[src/rtl/pack_number.sv]
// pack_number: rebuilds an IEEE-754 single-precision word from unpacked fields
// (sign, biased exponent, 28-bit extended mantissa, type code). Normalizes one
// bit per cycle, rounds to nearest even, then packs.
// Gradual underflow is built only when PACK_NUMBER_DENORM_EN is defined;
// otherwise tiny results flush to signed zero.
// The spec's "type" port is named type_code because "type" is a reserved word.
module pack_number (
  input  logic        clk,
  input  logic        rst_n,
  input  logic        in_valid,
  output logic        in_ready,
  input  logic        sign,
  input  logic [9:0]  exp,
  input  logic [27:0] ext_mantis,
  input  logic [2:0]  type_code,
  output logic [31:0] number,
  output logic        out_valid,
  input  logic        out_ready,
  output logic        out_inexact,
  output logic        out_overflow
);

  typedef enum logic [1:0] {StIdle, StNorm, StRound, StOut} state_e;

  state_e             state_q;
  logic               sign_q;
  // One bit wider than the input so the +1 steps in NORM/ROUND cannot wrap
  logic signed [10:0] exp_q;
  logic [27:0]        mant_q;
  logic [31:0]        number_q;
  logic               out_valid_q;
  logic               inexact_q;
  logic               overflow_q;
`ifndef PACK_NUMBER_DENORM_EN
  logic               tiny_q;
`endif

  logic               is_special;
  logic [31:0]        spec_word;
  logic               rnd_inc;
  logic [24:0]        rnd_sum;
  logic [23:0]        rnd_m;
  logic signed [10:0] rnd_exp;
  logic [31:0]        rnd_word;
  logic               rnd_ovf;
  logic               rnd_inexact;

  assign in_ready     = (state_q == StIdle);
  assign number       = number_q;
  assign out_valid    = out_valid_q;
  assign out_inexact  = inexact_q;
  assign out_overflow = overflow_q;

  // Pack zero / infinity / NaN straight from the input fields
  always_comb begin
    is_special = 1'b1;
    spec_word  = {sign, 31'b0};
    case (type_code)
      3'd0:    spec_word = {sign, 31'b0};
      3'd3:    spec_word = {sign, 8'hFF, 23'b0};
      3'd4:    spec_word = {sign, 8'hFF, 1'b1, ext_mantis[24:3]};
      default: is_special = 1'b0;
    endcase
  end

  // Round-to-nearest-even on the normalized mantissa, then pack
  always_comb begin
    rnd_inc     = mant_q[2] & (mant_q[1] | mant_q[0] | mant_q[3]);
    rnd_sum     = {1'b0, mant_q[26:3]} + {24'b0, rnd_inc};
    rnd_inexact = |mant_q[2:0];
    rnd_ovf     = 1'b0;
    if (rnd_sum[24]) begin
      rnd_m   = rnd_sum[24:1];
      rnd_exp = exp_q + 11'sd1;
    end else begin
      rnd_m   = rnd_sum[23:0];
      rnd_exp = exp_q;
    end
    if (rnd_exp >= 11'sd255) begin
      rnd_word = {sign_q, 8'hFF, 23'b0};
      rnd_ovf  = 1'b1;
    end else if (rnd_m[23]) begin
      rnd_word = {sign_q, rnd_exp[7:0], rnd_m[22:0]};
    end else begin
      rnd_word = {sign_q, 8'h00, rnd_m[22:0]};
    end
`ifndef PACK_NUMBER_DENORM_EN
    // Flush-to-zero: any subnormal outcome becomes signed zero
    if (tiny_q || !rnd_m[23]) begin
      rnd_word    = {sign_q, 31'b0};
      rnd_ovf     = 1'b0;
      rnd_inexact = 1'b1;
    end
`endif
  end

  // Control FSM with registered outputs
  always_ff @(posedge clk or negedge rst_n) begin
    if (!rst_n) begin
      state_q     <= StIdle;
      sign_q      <= 1'b0;
      exp_q       <= '0;
      mant_q      <= '0;
      number_q    <= '0;
      out_valid_q <= 1'b0;
      inexact_q   <= 1'b0;
      overflow_q  <= 1'b0;
`ifndef PACK_NUMBER_DENORM_EN
      tiny_q      <= 1'b0;
`endif
    end else begin
      case (state_q)
        StIdle: begin
          if (in_valid) begin
            sign_q     <= sign;
            exp_q      <= {exp[9], exp};
            mant_q     <= ext_mantis;
            inexact_q  <= 1'b0;
            overflow_q <= 1'b0;
`ifndef PACK_NUMBER_DENORM_EN
            tiny_q     <= ($signed(exp) < 10'sd1);
`endif
            if (is_special) begin
              // out_valid follows one cycle later, from StOut
              number_q <= spec_word;
              state_q  <= StOut;
            end else begin
              state_q  <= StNorm;
            end
          end
        end
        StNorm: begin
          if (mant_q == 28'd0) begin
            number_q    <= {sign_q, 31'b0};
            out_valid_q <= 1'b1;
            state_q     <= StOut;
`ifdef PACK_NUMBER_DENORM_EN
          end else if (exp_q < -11'sd26) begin
            mant_q <= {27'b0, |mant_q};
            exp_q  <= 11'sd1;
`endif
          end else if (mant_q[27]) begin
            mant_q <= {1'b0, mant_q[27:2], mant_q[1] | mant_q[0]};
            exp_q  <= exp_q + 11'sd1;
`ifdef PACK_NUMBER_DENORM_EN
          end else if (exp_q < 11'sd1) begin
            mant_q <= {1'b0, mant_q[27:2], mant_q[1] | mant_q[0]};
            exp_q  <= exp_q + 11'sd1;
`endif
          end else if (!mant_q[26] && (exp_q > 11'sd1)) begin
            mant_q <= {mant_q[26:0], 1'b0};
            exp_q  <= exp_q - 11'sd1;
          end else begin
            state_q <= StRound;
          end
        end
        StRound: begin
          number_q    <= rnd_word;
          inexact_q   <= rnd_inexact;
          overflow_q  <= rnd_ovf;
          out_valid_q <= 1'b1;
          state_q     <= StOut;
        end
        StOut: begin
          if (!out_valid_q) begin
            out_valid_q <= 1'b1;
          end else if (out_ready) begin
            out_valid_q <= 1'b0;
            state_q     <= StIdle;
          end
        end
        default: state_q <= StIdle;
      endcase
    end
  end

endmodule

[config.mk]
export PLATFORM = sky130hd
export DESIGN_NAME = pack_number
export DESIGN_NICKNAME = d
export VERILOG_FILES = /design/src/rtl/pack_number.sv
export SDC_FILE = /design/constraint.sdc
export NUM_CORES = 1
export LEC_CHECK = 0
export CAP_MARGIN = 20
export CORE_ASPECT_RATIO = 1.5
export CORE_UTILIZATION = 50
export DETAILED_ROUTE_END_ITERATION = 16
export GPL_TIMING_DRIVEN = 1
export PLACE_DENSITY = 0.78
export RECOVER_POWER = 25
export SLEW_MARGIN = 30
export SYNTH_ARGS = -nofsm -noshare
export SYNTH_HDL_FRONTEND = slang
export SYNTH_SLANG_ARGS = --single-unit
export TNS_END_PERCENT = 20
[constraint.sdc]
create_clock -name clk -period 2.6 [get_ports clk]
set_input_delay 0.52 -clock clk [delete_from_list [all_inputs] [get_ports clk]]
set_output_delay 0.52 -clock clk [all_outputs]
set_load 0.02 [all_outputs]
==> results_dict.tcl, run 1 <==
set metrics [dict create \
    min_period_ns 2.501 \
    slowest_stage "o41a_4" \
    path_max_fanout 8 \
    areaGrowthSynthToFinish_pct 27.74 \
    grt_pass1_vias 5704 \
    crit_path_end_kind "register" \
    initial_utilization 0.5143 \
    start_kind "register" \
    fillers 914 \
    fin_area_um2 6919 \
    power_density_nw_per_um2 1339 \
    async_flop_share 1.000 \
    place_area_um2 6591 \
    skew_ns 0.004418 \
    synth.largest_area_cell "dfrtp_1" \
    drt-initial-drc-count 544 \
    num_vias 5729 \
    synth_top_area_frac 0.3604 \
    grt_pass1_wl_um 26880 \
    finalCritPeriodShare 0.9619 \
    place_ws_ns 0.05005 \
    syn_area_um2 5416 \
    syn-num-nets 754 \
    hold_class "input pin to asynchronous set/reset pin" \
    worstMarginPinSlew_ns 1.299 \
    max_freq_ghz 0.3999 \
    clockBufferDepth 2 \
    finalPower_mw 9.265 \
    synth_common_cells "nand2_1, dfrtp_1, o21ai_0" \
    max_stage_delay_ns 0.51 \
    cp.arrival_ns 2.76 \
    rows 46 \
    synth.area.top_cells "dfrtp_1, o21ai_0, nand2_1" \
    setup_viol_count_final 0 \
    post-dp-hpwl_um 12240 \
    synth_cells 699 \
    clock-sinks 78 \
    p_leak_nw 2.797 \
    clk_pin_slew_ns 0.06 \
    cp.required_ns 2.85 \
    drive_above_1_share 0.1258 \
    slew_violations 0 \
    cts_tree "done" \
    antenna_found_initial 0 \
    avgSynthCellArea_um2 7.749 \
    setup_tns_ns 0 \
    ant_nets 0 \
    clockRootBuffer "clkbuf_16" \
    overflow 0 \
    hold_buffers 0 \
    worstSkewPairLatency_ns 0.34 \
    crit_type "register to register" \
    die_h_um 129.5 \
    port_buffers 81 \
    finalNetCount 847 \
    synthDistinctLibCells 56 \
    ys_ff_latch 78 \
    cts_htree_levels 3 \
    dieArea_um2 11260 \
    grt_max_degree 77 \
    wl_per_cell_um 17.74 \
    pin_count 82 \
    dr.pass1.iters 6 \
    drc 0 \
    synth_edf_count 0 \
    fin_ws_ns 0.09909 \
    relSlewSlack 0.1338 \
    regArea_um2 1952 \
    track_usage 0.3071 \
    n_antenna_cell 0 \
    fp.coreArea_um2 10530 \
    cts_buffers 9 \
    ys_warn_count 0 \
    synth_flop_cell "dfrtp_1" \
    finalWeightedCongestion 0.9292 \
    peakVddDrop_mv 0.8356 \
    status "finished, final reports clean" \
    hold_violations 0 \
    viasPerCell 6.101 \
    multi_input_area_um2 3094 \
    yosysSeqAreaShare 0.3604 \
    cap_violations 0 \
    synth.most_common_cell "nand2_1" \
    path_cells "inv_1, nor2_1, ha_1, nand3_1, nor3_2, nand4_1, mux2_2, a32oi_4, o41a_4, a21oi_1" \
    die-width_um 86.98 \
    wirelength_um 16660 \
]
-- cells by family (layout without fill, tap and decap cells) --
family,after synthesis,in the layout,synth area share
fa+ha+maj,9,9,0.02079
flops,78,78,0.3604
xor+xnor,29,29,0.04689
mux,6,6,0.01178
buf+inv,95,191,0.07438
compound gates,218,218,0.2462
simple gates,264,264,0.2396
-- final timing paths --
| path | from | to | slack (ns) | cells past startpoint |
|---|---|---|---|---|
| setup reg to reg | mant_q[2] | number[29] | 0.1 | 10 |
| hold reg to reg | number[9] | number[9] | 0.49 | 2 |
| min in group clk | number[9] | number[9] | 0.49 | 2 |
| hold / removal | rst_n | mant_q[10] | 0.46 | 1 |
| setup / recovery | mant_q[2] | number[29] | 0.1 | 10 |
| max in group asynchronous | rst_n | exp_q[10] | 1.35 | 1 |
-- layer usage --
layer,vias to the layer above,part of all wire,GRT usage
li1,2679,-,-
met1,2727,0.36,0.3306
met2,261,0.53,0.5577
met3,62,0.056,0.04586
met4,0,0.053,0.1882
met5,-,0,0
-- critical path, delay by kind of cell, from the launching register on --
kind                       cells  cell delay [ns]
adders and majority gates      1             0.23
and+or+nand+nor                4             0.67
muxes                          1             0.29
DFF                            1             0.35
AOI/OAI and AO/OA              3             0.81
buffers and inverters          1             0.07
-- stage by stage --
stage	instances	hold WS, ns	utilization
after CTS	936	0.2371	0.6522
after global placement	922	0.4773	0.6258
after global routing	939	0.5221	0.6569
after detailed placement	922	0.4821	0.6258
after floorplan	699	0.2244	-
final	939	0.4620	0.6569
-- layout by cell type (no fill, tap or decap), types with 9 or more instances in the layout --
master / instances
buf_4: 62
o22ai_1: 19
xnor2_1: 16
and3_1: 14
a21oi_1: 51
dfrtp_1: 78
or3_1: 11
xor2_1: 13
o21ai_0: 75
o21ai_1: 10
clkbuf_16: 9
nor2_1: 62
inv_1: 32
nand3_1: 16
nand2_1: 96
nor3_1: 10
nand4_1: 12
clkdlybuf4s50_1: 80
o311ai_0: 25
nor4_1: 11
-- sequential cells by signal, summed over array words and instances, names as in the netlist --
register      count
out_valid         1
exp_q            11
sign_q            1
number           32
tiny_q            1
state_q           2
mant_q           28
out_overflow      1
out_inexact       1
-- area by class of cell --
cell class,count,share of cell area
well taps,144,0.02604
flip-flops and latches,78,0.2821
repair buffers,144,0.1866
inverters,33,0.01790
multi-input cells,526,0.4472
clock inverters,5,0.007595
clock buffers,9,0.03255
-- power by group --
group | leakage, nW | total, mW | internal [mW] | switching, mW
logic | 1.70 | 5.60 | 2.30 | 3.30
registers | 0.957 | 2.45 | 1.84 | 0.606
clock network | 0.137 | 1.22 | 0.727 | 0.488
total | 2.80 | 9.27 | 4.87 | 4.40
-- repair_timing --
item,4_1_cts,5_1_grt
setup buffers,0,3
resized for setup,0,5
hold endpoints to repair,0,0
setup endpoints to repair,0,32
Power figures use the tool's default switching activity.
==> run 2, diff against run 1 <==
==> constraint.sdc (replaced) <==
create_clock -name clk -period 2.6 [get_ports clk]
set_input_delay 0.52 -clock clk [delete_from_list [all_inputs] [get_ports clk]]
set_output_delay 0.52 -clock clk [all_outputs]
set_load 0.005 [all_outputs]
==> results of run 2 <==
The final DEF is identical to that of run 1. Status: finished, final reports clean.
Among the figures that moved: total power 9.265 mW -> 8.965 mW; worst IR drop on VDD 0.8356 mV -> 0.7928 mV
